[src/rtl/sev_seg_scan_ctrl.sv]
// Time-multiplexed scan controller for common-anode seven-segment digits.
// Holds a shadow/active digit buffer pair, walks one digit per slot with a
// blanking interval at the start of every slot, and copies shadow into
// active atomically at frame boundaries when a commit is pending.
module sev_seg_scan_ctrl #(
    parameter int NUM_DIGITS   = 4,
    parameter int CLK_DIV      = 100000,
    parameter int BLANK_CYCLES = 1000
) (
    input  logic                          clk,
    input  logic                          rst_n,
    input  logic                          en,
    input  logic                          lz_blank,
    input  logic                          wr_en,
    input  logic [$clog2(NUM_DIGITS)-1:0] wr_addr,
    input  logic [3:0]                    wr_data,
    input  logic                          clr,
    input  logic                          commit,
    output logic [3:0]                    seg_num,
    output logic [NUM_DIGITS-1:0]         an_n,
    output logic [$clog2(NUM_DIGITS)-1:0] scan_idx,
    output logic                          frame_done,
    output logic                          commit_ack
);

    localparam int AW = $clog2(NUM_DIGITS);
    localparam int CW = $clog2(CLK_DIV);

    localparam logic [CW-1:0] CNT_LAST      = CW'(CLK_DIV - 1);
    localparam logic [CW-1:0] CNT_PRE_DRIVE = CW'(BLANK_CYCLES - 1);
    localparam logic [AW-1:0] IDX_LAST      = AW'(NUM_DIGITS - 1);
    localparam logic [AW:0]   NUM_DIGITS_W  = (AW + 1)'(NUM_DIGITS);
    localparam logic [3:0]    CODE_BLANK    = 4'hF;
    localparam logic [3:0]    CODE_ZERO     = 4'h0;
    localparam logic [3:0]    CODE_FIRST_BL = 4'd12;

    typedef enum logic {
        ST_BLANK,
        ST_DRIVE
    } state_t;

    state_t          state;
    logic [CW-1:0]   cnt;
    logic [AW-1:0]   slot_idx;
    logic            pending;
    logic [3:0]      shadow [NUM_DIGITS];
    logic [3:0]      active [NUM_DIGITS];
    logic [3:0]      disp   [NUM_DIGITS];

    logic            slot_end;
    logic            frame_edge;
    logic            drive;
    logic            wr_in_range;
    logic [NUM_DIGITS-1:0] an_next;

    // Slot and frame boundary decode from the prescaler and slot index.
    // NOTE: every combinational output gets a default before any condition,
    // otherwise an unassigned path would infer a latch.
    always_comb begin
        slot_end    = 1'b0;
        frame_edge  = 1'b0;
        drive       = 1'b0;
        wr_in_range = 1'b0;
        slot_end    = (cnt == CNT_LAST);
        frame_edge  = en && slot_end && (slot_idx == IDX_LAST);
        drive       = en && (state == ST_DRIVE);
        wr_in_range = ({1'b0, wr_addr} < NUM_DIGITS_W);
    end

    // Prescaler, slot index and blank/drive FSM; held at slot 0 while disabled.
    // NOTE: clocked state uses non-blocking assignments so every register
    // samples pre-edge values regardless of statement order.
    always_ff @(posedge clk or negedge rst_n) begin
        if (!rst_n) begin
            cnt      <= '0;
            slot_idx <= '0;
            state    <= ST_BLANK;
        end else if (!en) begin
            cnt      <= '0;
            slot_idx <= '0;
            state    <= ST_BLANK;
        end else begin
            if (slot_end) begin
                cnt      <= '0;
                slot_idx <= (slot_idx == IDX_LAST) ? '0 : slot_idx + 1'b1;
            end else begin
                cnt <= cnt + 1'b1;
            end
            case (state)
                ST_BLANK: if (cnt == CNT_PRE_DRIVE) state <= ST_DRIVE;
                ST_DRIVE: if (slot_end)             state <= ST_BLANK;
                default:                            state <= ST_BLANK;
            endcase
        end
    end

    // Shadow buffer writes; clear has priority over a same-cycle write.
    // NOTE: the digit buffers are small register files with a defined
    // all-blank power-up value, so they are reset like ordinary flops.
    always_ff @(posedge clk or negedge rst_n) begin
        if (!rst_n) begin
            for (int i = 0; i < NUM_DIGITS; i++) shadow[i] <= CODE_BLANK;
        end else if (clr) begin
            for (int i = 0; i < NUM_DIGITS; i++) shadow[i] <= CODE_BLANK;
        end else if (wr_en && wr_in_range) begin
            shadow[wr_addr] <= wr_data;
        end
    end

    // Commit bookkeeping: copy pre-edge shadow into active at a frame boundary.
    always_ff @(posedge clk or negedge rst_n) begin
        if (!rst_n) begin
            for (int i = 0; i < NUM_DIGITS; i++) active[i] <= CODE_BLANK;
            pending    <= 1'b0;
            frame_done <= 1'b0;
            commit_ack <= 1'b0;
        end else begin
            frame_done <= frame_edge;
            commit_ack <= frame_edge && pending;
            if (frame_edge) begin
                if (pending) begin
                    for (int i = 0; i < NUM_DIGITS; i++) active[i] <= shadow[i];
                end
                // A commit raised in the boundary cycle waits for the next frame.
                pending <= commit;
            end else begin
                pending <= pending | commit;
            end
        end
    end

    // Leading-zero suppression, scanned from the most significant digit down.
    always_comb begin
        logic above_blank;
        above_blank = 1'b1;
        for (int i = NUM_DIGITS - 1; i >= 0; i--) begin
            disp[i] = active[i];
            if (lz_blank && (i > 0) && (active[i] == CODE_ZERO) && above_blank) begin
                disp[i] = CODE_BLANK;
            end
            above_blank = above_blank &&
                          ((active[i] == CODE_ZERO) || (active[i] >= CODE_FIRST_BL));
        end
    end

    // Anode select for the current slot; only ever one bit low.
    always_comb begin
        an_next = '1;
        for (int i = 0; i < NUM_DIGITS; i++) begin
            if (drive && (slot_idx == AW'(i))) an_next[i] = 1'b0;
        end
    end

    // Registered display outputs, one cycle behind the scan state.
    always_ff @(posedge clk or negedge rst_n) begin
        if (!rst_n) begin
            an_n     <= '1;
            seg_num  <= CODE_BLANK;
            scan_idx <= '0;
        end else begin
            an_n     <= an_next;
            seg_num  <= drive ? disp[slot_idx] : CODE_BLANK;
            scan_idx <= en ? slot_idx : '0;
        end
    end

endmodule

[config.mk]
export PLATFORM = sky130hd
export DESIGN_NAME = sev_seg_scan_ctrl
export DESIGN_NICKNAME = d
export VERILOG_FILES = /design/src/rtl/sev_seg_scan_ctrl.sv
export SDC_FILE = /design/constraint.sdc
export NUM_CORES = 1
export LEC_CHECK = 0
export ABC_CLOCK_PERIOD_IN_PS = 1800
export BUFFER_PORTS_ARGS = -buffer_cell sky130_fd_sc_hd__buf_2
export CAP_MARGIN = 5
export CORE_MARGIN = 10
export CORE_UTILIZATION = 54
export DETAILED_ROUTE_END_ITERATION = 12
export PLACE_DENSITY = 0.76
export REMOVE_ABC_BUFFERS = 1
export SLEW_MARGIN = 20
export SYNTH_ARGS = -nofsm -noshare
export SYNTH_HDL_FRONTEND = slang
export SYNTH_SLANG_ARGS = --single-unit
[constraint.sdc]
create_clock -name clk -period 1.8 [get_ports clk]
set_input_delay 0.09 -clock clk [delete_from_list [all_inputs] [get_ports clk]]
set_output_delay 0.09 -clock clk [all_outputs]
set_load 0.02 [all_outputs]
Word level (Yosys, flattened, before mapping)
Index checks and enable logic that the tools add are counted.

Bits in registers: 65. Input port bits: 13. Output and inout port bits: 12.

Add/sub/neg operators: 2. Magnitude comparators: 5. Equal/unequal tests: 6. Mux-type cells: 27. Bitwise operators: 4. Reductions and logical operators: 23.

Operator list (number): $mux 17 (2); $mux 16 (2); $mux 4 (7); $add 17x1->17 const B (1); $eq 17x10->1 const B (1); $eq 17x17->1 const B (1); $bwmux 16 (1); $logic_and 1x1->1 (15); $logic_not 4->1 (3); $bmux 4 s2 (1); $demux 4 s2 (1); $ge 4x4->1 const B (2); $mux 1 (8); $mux 2 (4); $ge 3x3->1 const B (2); $not 2->3 (2); $eq 2x2->1 const B (2); $lt 3x1->1 const B (1); $add 2x1->2 const B (1); $eq 2x1->1 const B (1); $logic_not 2->1 (1); $logic_or 1x1->1 (2); $ne 2x1->1 const B (1); $pmux 1 s2 (1); 4 further kinds (4).

Logic depth before layout (Yosys ltp)
Depth in word-level cells: 9. Mapped depth: 7. Gate-level depth less buffers: 5.

Worst setup path after synthesis
Ideal clock, no wire load.

Path kind: reg2reg. Start: register cnt[0]. End: register active[10] (netlist bit). Setup time: 0.082 ns. Arrival: 1.700 ns. Required time: 1.718 ns. Path slack: 0.018 ns. Cell stages (with the launch flop): 8. Buffers on the path: 2. Period minus slack after synthesis: 1.782 ns. Cells stage by stage: dfrtp_1 ha_1 and4_1 buf_4 nand4_4 nor2_8 buf_12 mux2_4.

Word-level cells in the longest chain between the ends: 4.

Ends and longest elaborated chain: start, declared (line 43) `logic [CW-1:0] cnt;`; start signal, assigned (line 87) `cnt <= cnt + 1'b1;`; $eq 17x17->1 (line 64) `slot_end = (cnt == CNT_LAST);`; $logic_and 1x1->1 (2 in a row) (line 65) `frame_edge = en && slot_end && (slot_idx == IDX_LAST);`; $reduce_and 2->1 (no source line); end, declared (line 47) `logic [3:0] active [NUM_DIGITS];`.

Every way passes these cells. A chain may end at the register's enable or synchronous reset.

Final worst setup path
Start: register cnt[0]. End: register active[1] (netlist bit).

Same word-level chain as after synthesis.

==> impl_metrics.json <==
{
  "synth-edff-count": 0,
  "routed_wl_microns": 6210,
  "final_common_cell": "dfstp_2",
  "dp_hpwl_microns": 4332,
  "worst_pin_slew_ns": 0.3835,
  "cap_violations": 0,
  "setup_viol": 0,
  "finClkSkew_ns": 0.009285,
  "avgSynthCellArea_sq_um": 11.60,
  "async_reset_ff_frac": 1.000,
  "syn2layout_area_growth_pct": 18.58,
  "grt_pass1_wl_microns": 10420,
  "worstSkewPairLatency_ns": 0.35,
  "netlist_instances": 273,
  "htree_levels": 3,
  "path_clk_slew_ns": 0.07,
  "grt_pass1_vias": 2178,
  "synth.distinct_cells": 50,
  "slew_viol_final": 0,
  "finalCritPeriodShare": 0.9559,
  "cellInternalPower_mw": 2.344,
  "yosys_warnings": 0,
  "leakagePower_nw": 1.564,
  "start_util": 0.5645,
  "p_sw_mw": 0.6832,
  "drc": 0,
  "nets": 334,
  "synthFlopType": "dfstp_2",
  "die_x_microns": 96.57,
  "postRouteAntennaNets": 0,
  "cts_tree": "yes",
  "drive_above_1_share": 0.3738,
  "via_per_inst": 5.672,
  "yosys-top-cells-area": "dfstp_2 (33%), dfrtp_1 (20%), a211o_1 (4.4%)",
  "port_buffers": 24,
  "pin_count": 25,
  "period_needed_ns": 1.721,
  "dp_cells": 369,
  "cts_max_path_buffers": 2,
  "root_buffer": "clkbuf_8",
  "instances_no_fill": 393,
  "antenna_found_initial": 0,
  "wl_per_cell_microns": 15.80,
  "end_kind": "flip-flop",
  "critPathMaxFanout": 17,
  "dieArea_sq_um": 9325,
  "yosys_register_bits": 65,
  "core_area_sq_um": 5608,
  "hold_viol": 0,
  "status": "finished, final reports clean",
  "min_path_type": "in -> reg",
  "power_frac_comb": 0.049,
  "drtPass1Iterations": 4,
  "most-common-layout-cells": "dfstp_2 (40), nor2_1 (35), dfrtp_1 (25), buf_2 (24), a211o_1 (16)",
  "cts_buffers": 9,
  "ir_drop_uv": 591.6,
  "crit_type": "reg -> reg",
  "finalPower_mw": 3.028,
  "swShare": 0.2257,
  "yosys.area.top_type": "dfstp_2",
  "clock_power_share": 0.449,
  "dieHeight_microns": 96.57,
  "rows": 27,
  "grt_max_degree": 66,
  "seq_power_share": 0.502,
  "fmax_mhz": 581.2,
  "dr_total_vias": 2229,
  "slew_headroom": 0.7420,
  "final_util": 0.6693,
  "overflow": 0,
  "netlist_area_sq_um": 3166,
  "critPathLaunchType": "flip-flop",
  "cp.arrival_ns": 1.99,
  "power_per_cell_area_nw_per_um2": 806.6,
  "crit_required_ns": 2.07,
  "gp_congestion": 0.9095,
  "track_usage": 0.1457,
  "first_iter_violations": 121,
  "cts.sink_count": 65,
  "fillers": 425,
  "yosysTopAreaCellShare": 0.3320,
  "antenna_cells": 0,
  "ys_seq_area_frac": 0.5296
}
-- synth_stat cells (2+ instances only) --
library cell / instances
dfstp_2: 40
nor2_1: 35
dfrtp_1: 25
a211o_1: 16
nand2_1: 13
mux2_2: 9
mux2_4: 9
inv_1: 8
xor2_1: 8
and2_1: 7
clkbuf_1: 7
nand3_1: 7
nand4_1: 6
o21ai_0: 6
xnor2_1: 6
a21oi_1: 5
ha_1: 5
nor2b_1: 5
and4_1: 4
nor3_1: 4
nor4b_1: 4
buf_2: 3
mux2i_1: 3
nor4_1: 3
or3_1: 3
a2111oi_0: 2
and3_1: 2
nand2b_1: 2
nand3b_1: 2
o311ai_0: 2
o32ai_1: 2
or4_1: 2
-- what timing repair did --
action                                  CTS  global route
endpoints found under the setup margin   10            19
resized for setup                         0             5
cloned                                    0             0
pin swaps                                 1             1
buffers inserted                          1             1
hold buffers                              6             0
hold endpoints to repair                 30             0
-- logic make-up (layout without fill, tap and decap cells) --
kind of cell	after synthesis	after routing	share of synthesized area
adders and majority gates	5	5	0.01976
buffers and inverters	20	68	0.03123
muxes	21	21	0.08419
AOI/OAI and AO/OA	41	41	0.09882
and+or+nand+nor	107	107	0.1976
xor gates and xnor gates	14	14	0.03874
DFF	65	65	0.5296
-- metal layers --
layer / part of all wire / track usage
met4: 0.014 / 0.07748
met5: 0 / 0
met2: 0.44 / 0.2032
met1: 0.47 / 0.1971
met3: 0.070 / 0.04549
-- through the flow --
step	setup TNS [ns]	hold WS (ns)	setup WS (ns)	instance area, sq um
2_1_floorplan	-0.5457	-0.2056	-0.05771	3097
3_3_place_gp	0	0.1236	0.02910	3422
3_5_place_dp	-0.1692	0.1266	-0.02742	3422
4_1_cts	0	0.05943	0.02624	3721
5_1_grt	-0.004688	0.06722	-0.004688	3754
6_report	0	0.06625	0.07941	3754
-- area by class of cell --
cell class | count | area, sq um | share of cell area
well taps | 72 | 90.09 | 0.02400
flip-flops and latches | 65 | 1677 | 0.4467
clock inverters | 7 | 95.09 | 0.02533
inverters | 8 | 30.03 | 0.008000
clock buffers | 9 | 123.9 | 0.03300
multi-input cells | 188 | 1411 | 0.3760
repair buffers | 44 | 326.6 | 0.08700
-- flip-flops by register name (all words and copies together) (netlist names) --
| name | cells |
|---|---|
| cnt | 17 |
| active | 16 |
| shadow | 16 |
| an_n | 4 |
| seg_num | 4 |
| scan_idx | 2 |
| slot_idx | 2 |
| commit_ack | 1 |
| frame_done | 1 |
| pending | 1 |
| state | 1 |
-- power groups by stage --
stage | Clock [mW] | Combinational (mW) | Sequential [mW]
after global routing | 1.45 | 0.170 | 1.52
after CTS | 1.38 | 0.146 | 1.52
after global placement | 0 | 0.132 | 1.54
after floorplan | 0 | 0.0560 | 1.54
final | 1.36 | 0.149 | 1.52
after detailed placement | 0 | 0.135 | 1.54
-- worst max-delay path, cell delays in order (launching register included) --
cell     delay [ns]
dfrtp_1        0.43
ha_4           0.17
and4_2         0.28
nand4_4        0.13
nor2_8         0.12
buf_12         0.17
mux2_2         0.34
-- worst paths after layout --
check,from,to,slack (ns),depth (start not counted)
setup / recovery,cnt[0]$_DFF_PN0_,active[1]$_DFFE_PN1P_,0.08,6
hold / removal,en,frame_done$_DFF_PN0_,0.07,3
setup reg to reg,cnt[0]$_DFF_PN0_,active[1]$_DFFE_PN1P_,0.08,6
hold reg to reg,cnt[0]$_DFF_PN0_,cnt[0]$_DFF_PN0_,0.53,1
max in group asynchronous,rst_n,active[7]$_DFFE_PN1P_,1.21,3
min in group asynchronous,rst_n,frame_done$_DFF_PN0_,0.28,3
(Power assumes the default switching activity.)
